[src/rtl/adc_serial_if.sv]
// Serial ADC front end. It handles one conversion per start request: chip-select and a
// conversion wait, then DATA_W bits clocked MSB-first. The result goes out on data_out with a
// one-cycle eoc strobe. Every output is registered.
module adc_serial_if #(
    parameter int unsigned DATA_W      = 32,
    parameter int unsigned CONV_CYCLES = 12,
    parameter int unsigned SCLK_DIV    = 1
) (
    input  logic              clk,
    input  logic              rst,
    input  logic              sc,
    input  logic              adc_sdo,
    output logic              adc_cs_n,
    output logic              adc_sclk,
    output logic [DATA_W-1:0] data_out,
    output logic              eoc,
    output logic              busy,
    output logic              ovr
);

    localparam int unsigned CONV_W = (CONV_CYCLES > 1) ? $clog2(CONV_CYCLES) : 1;
    localparam int unsigned DIV_W  = (SCLK_DIV > 1) ? $clog2(SCLK_DIV) : 1;
    localparam int unsigned BIT_W  = $clog2(DATA_W);

    localparam logic [CONV_W-1:0] CONV_LAST = CONV_W'(CONV_CYCLES - 1);
    localparam logic [DIV_W-1:0]  DIV_LAST  = DIV_W'(SCLK_DIV - 1);
    localparam logic [BIT_W-1:0]  BIT_LAST  = BIT_W'(DATA_W - 1);

    typedef enum logic [1:0] {StIdle, StConv, StShift, StDone} state_e;

    state_e              state_q, state_d;
    logic                sc_q;
    logic                start;
    logic [CONV_W-1:0]   conv_cnt_q;
    logic [DIV_W-1:0]    div_cnt_q;
    logic [BIT_W-1:0]    bit_cnt_q;
    logic [DATA_W-1:0]   shift_q;
    logic [DATA_W-1:0]   data_q;
    logic                ovr_q;
    logic                cs_n_q, cs_n_d;
    logic                sclk_q, sclk_d;
    logic                eoc_q, eoc_d;
    logic                busy_q, busy_d;
    logic                phase_end;
    logic                sample;
    logic                last_bit;

    assign start     = sc & ~sc_q;
    // The current SCLK half-period ends on this edge.
    assign phase_end = (state_q == StShift) && (div_cnt_q == DIV_LAST);
    // The edge that drives sclk 0->1 is the one that captures adc_sdo.
    assign sample    = phase_end && !sclk_q;
    assign last_bit  = (bit_cnt_q == BIT_LAST);

    // State register and sc edge-detect history.
    always_ff @(posedge clk or posedge rst) begin
        if (rst) begin
            state_q <= StIdle;
            sc_q    <= 1'b0;
        end else begin
            state_q <= state_d;
            sc_q    <= sc;
        end
    end

    // Next-state sequencing. A start seen in any state other than idle changes nothing here.
    always_comb begin
        state_d = state_q;
        unique case (state_q)
            StIdle:  if (start) state_d = StConv;
            StConv:  if (conv_cnt_q == CONV_LAST) state_d = StShift;
            StShift: if (phase_end && sclk_q && last_bit) state_d = StDone;
            StDone:  state_d = StIdle;
            default: state_d = StIdle;
        endcase
    end

    // Next values of the output registers, derived from the state being entered.
    always_comb begin
        cs_n_d = !((state_d == StConv) || (state_d == StShift));
        sclk_d = (state_d == StShift) ? (sclk_q ^ phase_end) : 1'b0;
        eoc_d  = (state_d == StDone);
        busy_d = (state_d != StIdle);
    end

    // Output registers.
    always_ff @(posedge clk or posedge rst) begin
        if (rst) begin
            cs_n_q <= 1'b1;
            sclk_q <= 1'b0;
            eoc_q  <= 1'b0;
            busy_q <= 1'b0;
        end else begin
            cs_n_q <= cs_n_d;
            sclk_q <= sclk_d;
            eoc_q  <= eoc_d;
            busy_q <= busy_d;
        end
    end

    // Counters, the shift register, the result register and the sticky overrun flag.
    always_ff @(posedge clk or posedge rst) begin
        if (rst) begin
            conv_cnt_q <= '0;
            div_cnt_q  <= '0;
            bit_cnt_q  <= '0;
            shift_q    <= '0;
            data_q     <= '0;
            ovr_q      <= 1'b0;
        end else begin
            conv_cnt_q <= (state_q == StConv) ? conv_cnt_q + 1'b1 : '0;

            if (state_q != StShift) begin
                div_cnt_q <= '0;
            end else if (div_cnt_q == DIV_LAST) begin
                div_cnt_q <= '0;
            end else begin
                div_cnt_q <= div_cnt_q + 1'b1;
            end

            // Advance once per full SCLK period, at the end of its high phase.
            if (state_q != StShift) begin
                bit_cnt_q <= '0;
            end else if (phase_end && sclk_q) begin
                bit_cnt_q <= bit_cnt_q + 1'b1;
            end

            if (start && (state_q == StIdle)) begin
                shift_q <= '0;
            end else if (sample) begin
                shift_q <= {shift_q[DATA_W-2:0], adc_sdo};
            end

            if (state_d == StDone) begin
                data_q <= shift_q;
            end

            // An accepted start clears the flag. A start while busy sets it.
            if (start) begin
                ovr_q <= (state_q != StIdle);
            end
        end
    end

    assign adc_cs_n = cs_n_q;
    assign adc_sclk = sclk_q;
    assign data_out = data_q;
    assign eoc      = eoc_q;
    assign busy     = busy_q;
    assign ovr      = ovr_q;

endmodule

[config.mk]
export PLATFORM = sky130hd
export DESIGN_NAME = adc_serial_if
export DESIGN_NICKNAME = d
export VERILOG_FILES = /design/src/rtl/adc_serial_if.sv
export SDC_FILE = /design/constraint.sdc
export NUM_CORES = 1
export LEC_CHECK = 0
export CAP_MARGIN = 20
export CORE_ASPECT_RATIO = 1.1
export CORE_UTILIZATION = 45
export CTS_BUF_LIST = sky130_fd_sc_hd__clkbuf_4 sky130_fd_sc_hd__clkbuf_8
export CTS_CLUSTER_SIZE = 16
export DETAILED_ROUTE_END_ITERATION = 8
export PLACE_DENSITY_LB_ADDON = 0.05
export REMOVE_ABC_BUFFERS = 1
export SLEW_MARGIN = 20
export SYNTH_ARGS = -nofsm -noshare
export SYNTH_HDL_FRONTEND = slang
export SYNTH_SLANG_ARGS = --single-unit
[constraint.sdc]
create_clock -name clk -period 3.06 [get_ports clk]
set_clock_uncertainty 0.15 [all_clocks]
set_input_delay 0.459 -clock clk [delete_from_list [all_inputs] [get_ports clk]]
set_output_delay 0.459 -clock clk [all_outputs]
set_load 0.03 [all_outputs]
# Yosys cells after proc, flatten, opt, wreduce, memory -nomap -nowiden
# Cells that the tools add are included.
[classes]
n_addsub = 3
eq_ne = 9
n_mux = 12
bitwise = 4
reduce_logical = 13
[ops]
columns = ["op", "n"]
rows = [
  ["$mux W32", 2],
  ["$mux W5", 2],
  ["$eq A2 B2 Y1 const B", 4],
  ["$pmux W2 S4", 1],
  ["$reduce_bool A2 Y1", 4],
  ["$mux W2", 3],
  ["$add A5 B1 Y5 const B", 1],
  ["$eq A5 B5 Y1 const B", 1],
  ["$logic_and A1 B1 Y1", 5],
  ["$add A4 B1 Y4 const B", 1],
  ["$eq A2 B1 Y1 const B", 2],
  ["$eq A4 B4 Y1 const B", 1],
  ["$mux W4", 1],
  ["$mux W1", 3],
  ["$logic_not A1 Y1", 2],
  ["$logic_not A2 Y1", 1],
  ["$ne A2 B2 Y1 const B", 1],
  ["$not A1 Y1", 2],
  ["$add A1 B1 Y1 const B", 1],
  ["$and A1 B1 Y1", 1],
  ["$logic_or A1 B1 Y1", 1],
  ["$xor A1 B1 Y1", 1],
]
[totals]
ff_bits = 82
input_bits = 4
out_inout_bits = 37
elab_cells = 53

# Depth between registers and ports, before layout
# Gate-level depths: netlist (run 1).
[depth]
ltp_word = 9
depth_mapped = 8
mapped_depth_nobuf = 7

# Worst setup path after synthesis (run 1)
# No wires, ideal clock.
[synth_timing]
path_kind = "register to register"
start = "reg bit_cnt_q[0]"
end = "reg cs_n_q, in the netlist adc_cs_n"
setup_ns = 0.072
arrival_time_ns = 1.711
required_time_ns = 2.838
path_slack_ns = 1.127
stages_incl_launch_ff = 9
path_buffers = 1
period_less_slack_ns = 1.933
path_cell_list = "dfrtp_1 -> ha_1 -> and3_1 -> ha_1 -> nand3_4 -> buf_4 -> o211ai_1 -> ha_1 -> inv_1"
[synth_between]
elab_chain_cells = 7
elab_cells_between_ends = 8
cone_classes = "eq/ne (3); mux (2); reduce/logical (3)"
[synth_lines]
columns = ["element", "line", "text"]
rows = [
  ["start: declaration", "36", "logic [BIT_W-1:0] bit_cnt_q;"],
  ["start signal: assignment", "125", "bit_cnt_q <= bit_cnt_q + 1'b1;"],
  ["$eq A5 B5 Y1 *", "53", "assign last_bit = (bit_cnt_q == BIT_LAST);"],
  ["$logic_and A1 B1 Y1 *", "72", "StShift: if (phase_end && sclk_q && last_bit) state_d = StDone;"],
  ["$mux W2 *", "72", ""],
  ["$pmux W2 S4 *", "69", "unique case (state_q)"],
  ["$eq A2 B1 Y1 / $eq A2 B2 Y1 (equally long branches)", "80", "cs_n_d = !((state_d == StConv) || (state_d == StShift));"],
  ["$logic_or A1 B1 Y1 *", "80", ""],
  ["$logic_not A1 Y1 *", "80", ""],
  ["named net cs_n_d", "40", "logic cs_n_q, cs_n_d;"],
  ["end signal: assignment", "94", "cs_n_q <= cs_n_d;"],
  ["end: declaration", "40", ""],
]
# Mark *: on every way through the listed nets, which the timed path passes. The rest lies on a longest branch.
# A chain may end at the register's enable or synchronous reset.

# Worst setup path after layout (run 1)
# Same ends and word-level chain as after synthesis.

==> results of run 1 <==
[final cells by class]
class	count	area, sq um
fillers	609	3043
flip-flops and latches	81	2028
multi-input cells	140	1151
repair buffers	44	442.9
clock buffers	10	137.6
well taps	85	106.4
clock inverters	6	67.56
inverters	7	30.03
[per-layer routing]
layer | track usage [%] | up-vias
met3 | 4.545 | 10
met4 | 6.897 | 0
met5 | 0 | -
met1 | 21.54 | 955
li1 | - | 903
met2 | 23.84 | 38
[synth_stat cells (2+ instances only)]
| cell | count | area, sq um |
|---|---|---|
| clkbuf_1 | 2 | 7.510 |
| mux2_1 | 20 | 225.2 |
| nor2_1 | 38 | 142.6 |
| o211ai_1 | 2 | 15.01 |
| o21ai_0 | 4 | 20.02 |
| dfrtp_1 | 80 | 2002 |
| nand3_1 | 5 | 25.02 |
| nand2_1 | 6 | 22.52 |
| mux2_4 | 7 | 105.1 |
| buf_2 | 7 | 35.03 |
| mux2_2 | 5 | 56.30 |
| ha_1 | 6 | 75.07 |
| mux2i_1 | 32 | 320.3 |
| inv_1 | 6 | 22.52 |
| buf_6 | 2 | 22.52 |
[flip-flops by register name, summed over array words and instances, names as in the netlist]
| register | cells |
|---|---|
| state_q | 2 |
| data_out | 32 |
| bit_cnt_q | 5 |
| busy | 1 |
| conv_cnt_q | 4 |
| adc_sclk | 1 |
| shift_q | 32 |
| eoc | 1 |
| adc_cs_n | 1 |
| sc_q | 1 |
| ovr | 1 |
[critical path: stages (launching register included)]
cell and delay [ns]:
dfrtp_1 0.42, ha_1 0.25, and3_1 0.19, ha_1 0.20
nand3_4 0.44, o211ai_1 0.17, ha_1 0.30, inv_1 0.05
[cells by family after synthesis]
kind of cell | count (synthesis) | synth area share (%)
xor gates and xnor gates | 2 | 0.5359
muxes | 64 | 21.62
buffers and inverters | 19 | 3.100
adders and majority gates | 6 | 2.296
and+or+nand+nor | 59 | 8.726
AOI/OAI and AO/OA | 9 | 1.684
DFF | 81 | 62.04
[how the worst min path moves through the flow]
stage	start	end	cells past startpoint
floorplan	conv_cnt_q[0]	conv_cnt_q[0]	1
global placement	conv_cnt_q[0]	conv_cnt_q[0]	1
detailed placement	conv_cnt_q[0]	conv_cnt_q[0]	1
CTS	rst	data_out[28]	2
global route	rst	shift_q[27]	2
finish	rst	data_out[27]	2
[report_power, final]
group,total (uW),internal (uW),leakage (uW),switching [uW]
sequential,1110,1090,0.00102,17.1
combinational,49.0,17.8,0.000697,31.3
clock,787,400,0.0000985,387
[metrics by stage]
stage               setup slack [ns]  hold WS (ns)
finish                        0.8317        0.3014
global route                  0.6468        0.3570
CTS                           0.7868        0.3117
detailed placement            0.7636        0.3110
global placement              0.7943        0.3043
floorplan                     0.2536        0.2831
==> impl_metrics.yaml, run 1 <==
status:
  status: "complete, no violations"
route:
  drt-pass1-iter-count: 5
  met1_length_um: 2603
  drt_iter0_drc: 106
  drc: 0
  final_antenna_net_count: 0
  drt-total-wl_um: 5310
  routed-via-count: 1906
  route.detailed.vias_per_inst: 5.110
  wire_per_inst_um: 14.24
  wl_met2_um: 2373
  routed_length_on_met3_um: 227
  top_layer_used: "met4"
critical_path:
  r2r_start: "bit_cnt_q[0]"
  setup.worst_path.class: "flip-flop to flip-flop"
  reg2reg_setup_slack_ns: 0.83
  critical_path_peak_fanout: 35
  cp-start-kind: "flip-flop"
  worst-r2r-cell-count: 7
  worst-endpoint-required_ns: 3.21
  worst_setup_path_startpoint: "bit_cnt_q[0]"
  critical_path_sink_type: "flip-flop"
  rr_endpoint: "adc_cs_n"
  worstSetupEndpoint: "adc_cs_n"
  worst-endpoint-arrival_ns: 2.38
layout:
  layout_common_cells: "dfrtp_1, clkdlybuf4s50_1, nor2_1, mux2i_1, mux2_1"
  layout-drive-gt1-share_pct: 13.54
  num_antenna_cells: 0
  area_of_all_placed_cells_without_fillers_sq_um: 3964
  finalNonFillerCells: 373
  final_nets: 293
  mostFrequentLayoutCell: "dfrtp_1"
  postLayoutCoreUtil_pct: 56.57
  area_delta_synth_final_pct: 21.24
power:
  ir_drop_mv: 0.3131
  total_power_uw: 1944
  p_per_area_nw_per_um2: 490.5
  total_leakage_power_uw: 0.001819
synthesis:
  syn-mean-instance-area_sq_um: 13.62
  yosys_warnings: 0
  synth-edff-count: 0
  postSynth.asyncResetShare_pct: 100.0
  post_synth_inst_count: 240
  synth_sequential_area_ratio_pct: 62.04
  synth_cell_type_count: 33
  synthesized_flop_and_latch_total: 81
  syn_area_sq_um: 3269
  synth_flop_cell: "dfrtp_1"
global_route:
  grt_first_pass_wirelength_um: 9522
  gr-total-overflow: 0
  maximum_number_of_pins_on_one_net_before_global_route_repair: 53
  antenna_violations_before_repair: 0
  grt.total_usage_pct: 15.89
  vias_in_the_first_global_route: 1947
timing:
  min_period_ns: 2.228
  slew_headroom_pct: 56.98
  timing.final.hold_violations: 0
  setup_violations: 0
  slew_violations: 0
  highest_achievable_clock_rate_ghz: 0.4488
  rsz0062_at_grt: "false"
  final.setup.tns_ns: 0
  timing_worst_slew_pin_value_ns: 0.6453
  min_period_over_period_pct: 72.82
floorplanning:
  die_w_um: 83.27
  die_h_um: 91.40
  starting_density_of_the_core_pct: 46.66
  core_sq_um: 7007
  number_of_placement_rows: 32
  floorplan.die_area_sq_um: 7610
  i_o_pin_count: 41
placement:
  placement.io_buffers: 40
  place.detailed.hpwl_um: 3243
  postPlaceCellArea_sq_um: 3759
  dpl.cell_count: 357
  place_congestion: 0.7067
clocking:
  cts-root-buf: "clkbuf_8"
  tritoncts: "done"
  ctsLongestPathBuffers: 2
  cts-htree-levels: 3
  ctsHoldBuffers: 0
  clkSlewWorstSetupHoldPaths_ns: 0.08
  clock_latency_ns: 0.35
  cts_setup_buffers: 0
  cts_resized: 0
  cts_made_buffers: 9
  numClockSinks: 81
job:
  cap_violations: 0
min_path:
  worstHoldPathType: "input pin to asynchronous set/reset pin"
(Power assumes the default switching activity.)
==> run 2, diff against run 1 <==
==> constraint.sdc (replaced) <==
create_clock -name clk -period 2.07 [get_ports clk]
set_clock_uncertainty 0.15 [all_clocks]
set_input_delay 0.3105 -clock clk [delete_from_list [all_inputs] [get_ports clk]]
set_output_delay 0.3105 -clock clk [all_outputs]
set_load 0.03 [all_outputs]
==> run 2 against run 1 <==
- die area unchanged
- final cell count rose by 1.3%
- critical path depth is 6 lower
- routed wire length rose by 1.3%
- clock power rose by 40%
- core utilization up 0.96 points
- critical endpoint is now adc_cs_n
==> impl_metrics.yaml, run 2 (synthesized netlist as in run 1, its figures left out) <==
power:
  ir_drop_mv: 0.3674
  total_leakage_power_uw: 0.001864
  p_per_area_nw_per_um2: 698.8
critical_path:
  r2r_start: "bit_cnt_q[0]"
  cpPeakStageDelay_ns: 0.66
  worstSetupEndpoint: "adc_cs_n"
  critical_path_sink_type: "output port"
  rr_endpoint: "data_out[23]"
  path_cells: "clkdlybuf4s50_1"
  worst_setup_path_startpoint: "adc_cs_n"
  reg2reg_setup_slack_ns: 0.11
  worst-endpoint-arrival_ns: 1.52
  critical_path.top_delay_family: "buffers and inverters"
  worst-r2r-cell-count: 6
  critical-path-slowest-cell: "clkdlybuf4s50_1"
  crit_buf_inv: 1
  critical_path_peak_fanout: 1
  worst-endpoint-required_ns: 1.61
  cp-start-kind: "flip-flop"
  setup.worst_path.class: "flip-flop to output port"
  worst-path-stages: 1
placement:
  dp_slack_ns: 0.08669
  place.detailed.hpwl_um: 3488
  place_congestion: 0.7170
  placement.io_buffers: 40
clocking:
  clkSlewWorstSetupHoldPaths_ns: 0.08
  cts-root-buf: "clkbuf_8"
  cts-htree-levels: 3
  cts_resized: 0
  cts_made_buffers: 9
  ctsHoldBuffers: 0
  ctsLongestPathBuffers: 2
  clock_latency_ns: 0.34
  tritoncts: "done"
  cts_setup_buffers: 0
  numClockSinks: 81
timing:
  slew_headroom_pct: 68.94
  timing.final.hold_violations: 0
  slew_violations: 0
  finalWorstSetupSlack_ns: 0.08781
  min_period_ns: 1.982
  holdWs_ns: 0.1319
  highest_achievable_clock_rate_ghz: 0.5045
  setup_violations: 0
  min_period_over_period_pct: 95.76
  timing_worst_slew_pin_value_ns: 0.4620
  rsz0062_at_grt: "false"
global_route:
  gr-total-overflow: 0
  vias_in_the_first_global_route: 2029
  grt.total_usage_pct: 16.19
  grt_first_pass_wirelength_um: 9673
  maximum_number_of_pins_on_one_net_before_global_route_repair: 34
  antenna_violations_before_repair: 0
min_path:
  worstHoldPathType: "input pin to asynchronous set/reset pin"
route:
  route.detailed.vias_per_inst: 5.151
  drt_iter0_drc: 72
  drt-pass1-iter-count: 4
  final_antenna_net_count: 0
  drc: 0
  wire_per_inst_um: 14.23
  routed-via-count: 1947
  drt-total-wl_um: 5379
floorplanning:
  die_h_um: 91.40
  starting_density_of_the_core_pct: 46.66
  number_of_placement_rows: 32
  i_o_pin_count: 41
  floorplan.die_area_sq_um: 7610
  core_sq_um: 7007
  die_w_um: 83.27
layout:
  area_delta_synth_final_pct: 23.31
  postLayoutCoreUtil_pct: 57.54
  layout_common_cells: "dfrtp_1, clkdlybuf4s50_1, nor2_1, mux2i_1, mux2_1"
  mostFrequentLayoutCell: "dfrtp_1"
  final_nets: 300
  fill_cells: 582
  num_antenna_cells: 0
  layout-drive-gt1-share_pct: 15.02
job:
  cap_violations: 0
status:
  status: "complete, no violations"
run 2: changes by cell type in the layout (fill, tap and decap cells not counted), sizes merged:
cell      change
clkinv        -1
clkbuf        +1
clkinvlp      -2
buf           +7
run 2: where the power goes:
part           internal, uW  total, uW  switching [uW]
Sequential             1610       1640            25.4
Combinational          31.1       78.1            47.0
Clock                   572       1100             529
Total                  2220       2820             601
run 2: metal layers:
| layer | part of all wire [%] | global-route usage [%] | vias up |
|---|---|---|---|
| met4 | 1.9 | 7.328 | 0 |
| met5 | 0 | 0 | - |
| met2 | 45 | 24.32 | 33 |
| met1 | 49 | 21.44 | 998 |
| met3 | 4.7 | 5.182 | 9 |
| li1 | - | - | 907 |
run 2: worst min-delay path by stage:
stage	startpoint	to	slack, ns	cells after the start
6_report	rst	busy	0.13	2
5_1_grt	rst	data_out[19]	0.17	2
4_1_cts	rst	data_out[19]	0.13	2
3_5_place_dp	conv_cnt_q[0]	conv_cnt_q[0]	0.31	1
3_3_place_gp	conv_cnt_q[0]	conv_cnt_q[0]	0.30	1
2_1_floorplan	sc	sc_q	0.19	0
run 2: cell type report:
type	instances	area, sq um	share of cell area (%)
clock buffer	11	138.9	3.445
clock inverter	3	43.79	1.086
tap	85	106.4	2.638
timing repair buffer	51	533.0	13.22
inverter	7	30.03	0.7449
multi-input combinational	140	1151	28.55
sequential	81	2028	50.31
run 2: stage by stage:
step / std cells / total power (uW) / TNS [ns] / area (sq um)
2_1_floorplan: 228 / 1712 / -59.42 / 3197
3_3_place_gp: 364 / 1749 / 0 / 3849
3_5_place_dp: 364 / 1751 / 0 / 3849
4_1_cts: 378 / 2862 / 0 / 4031
5_1_grt: 378 / 2951 / 0 / 4031
6_report: 378 / 2817 / 0 / 4031
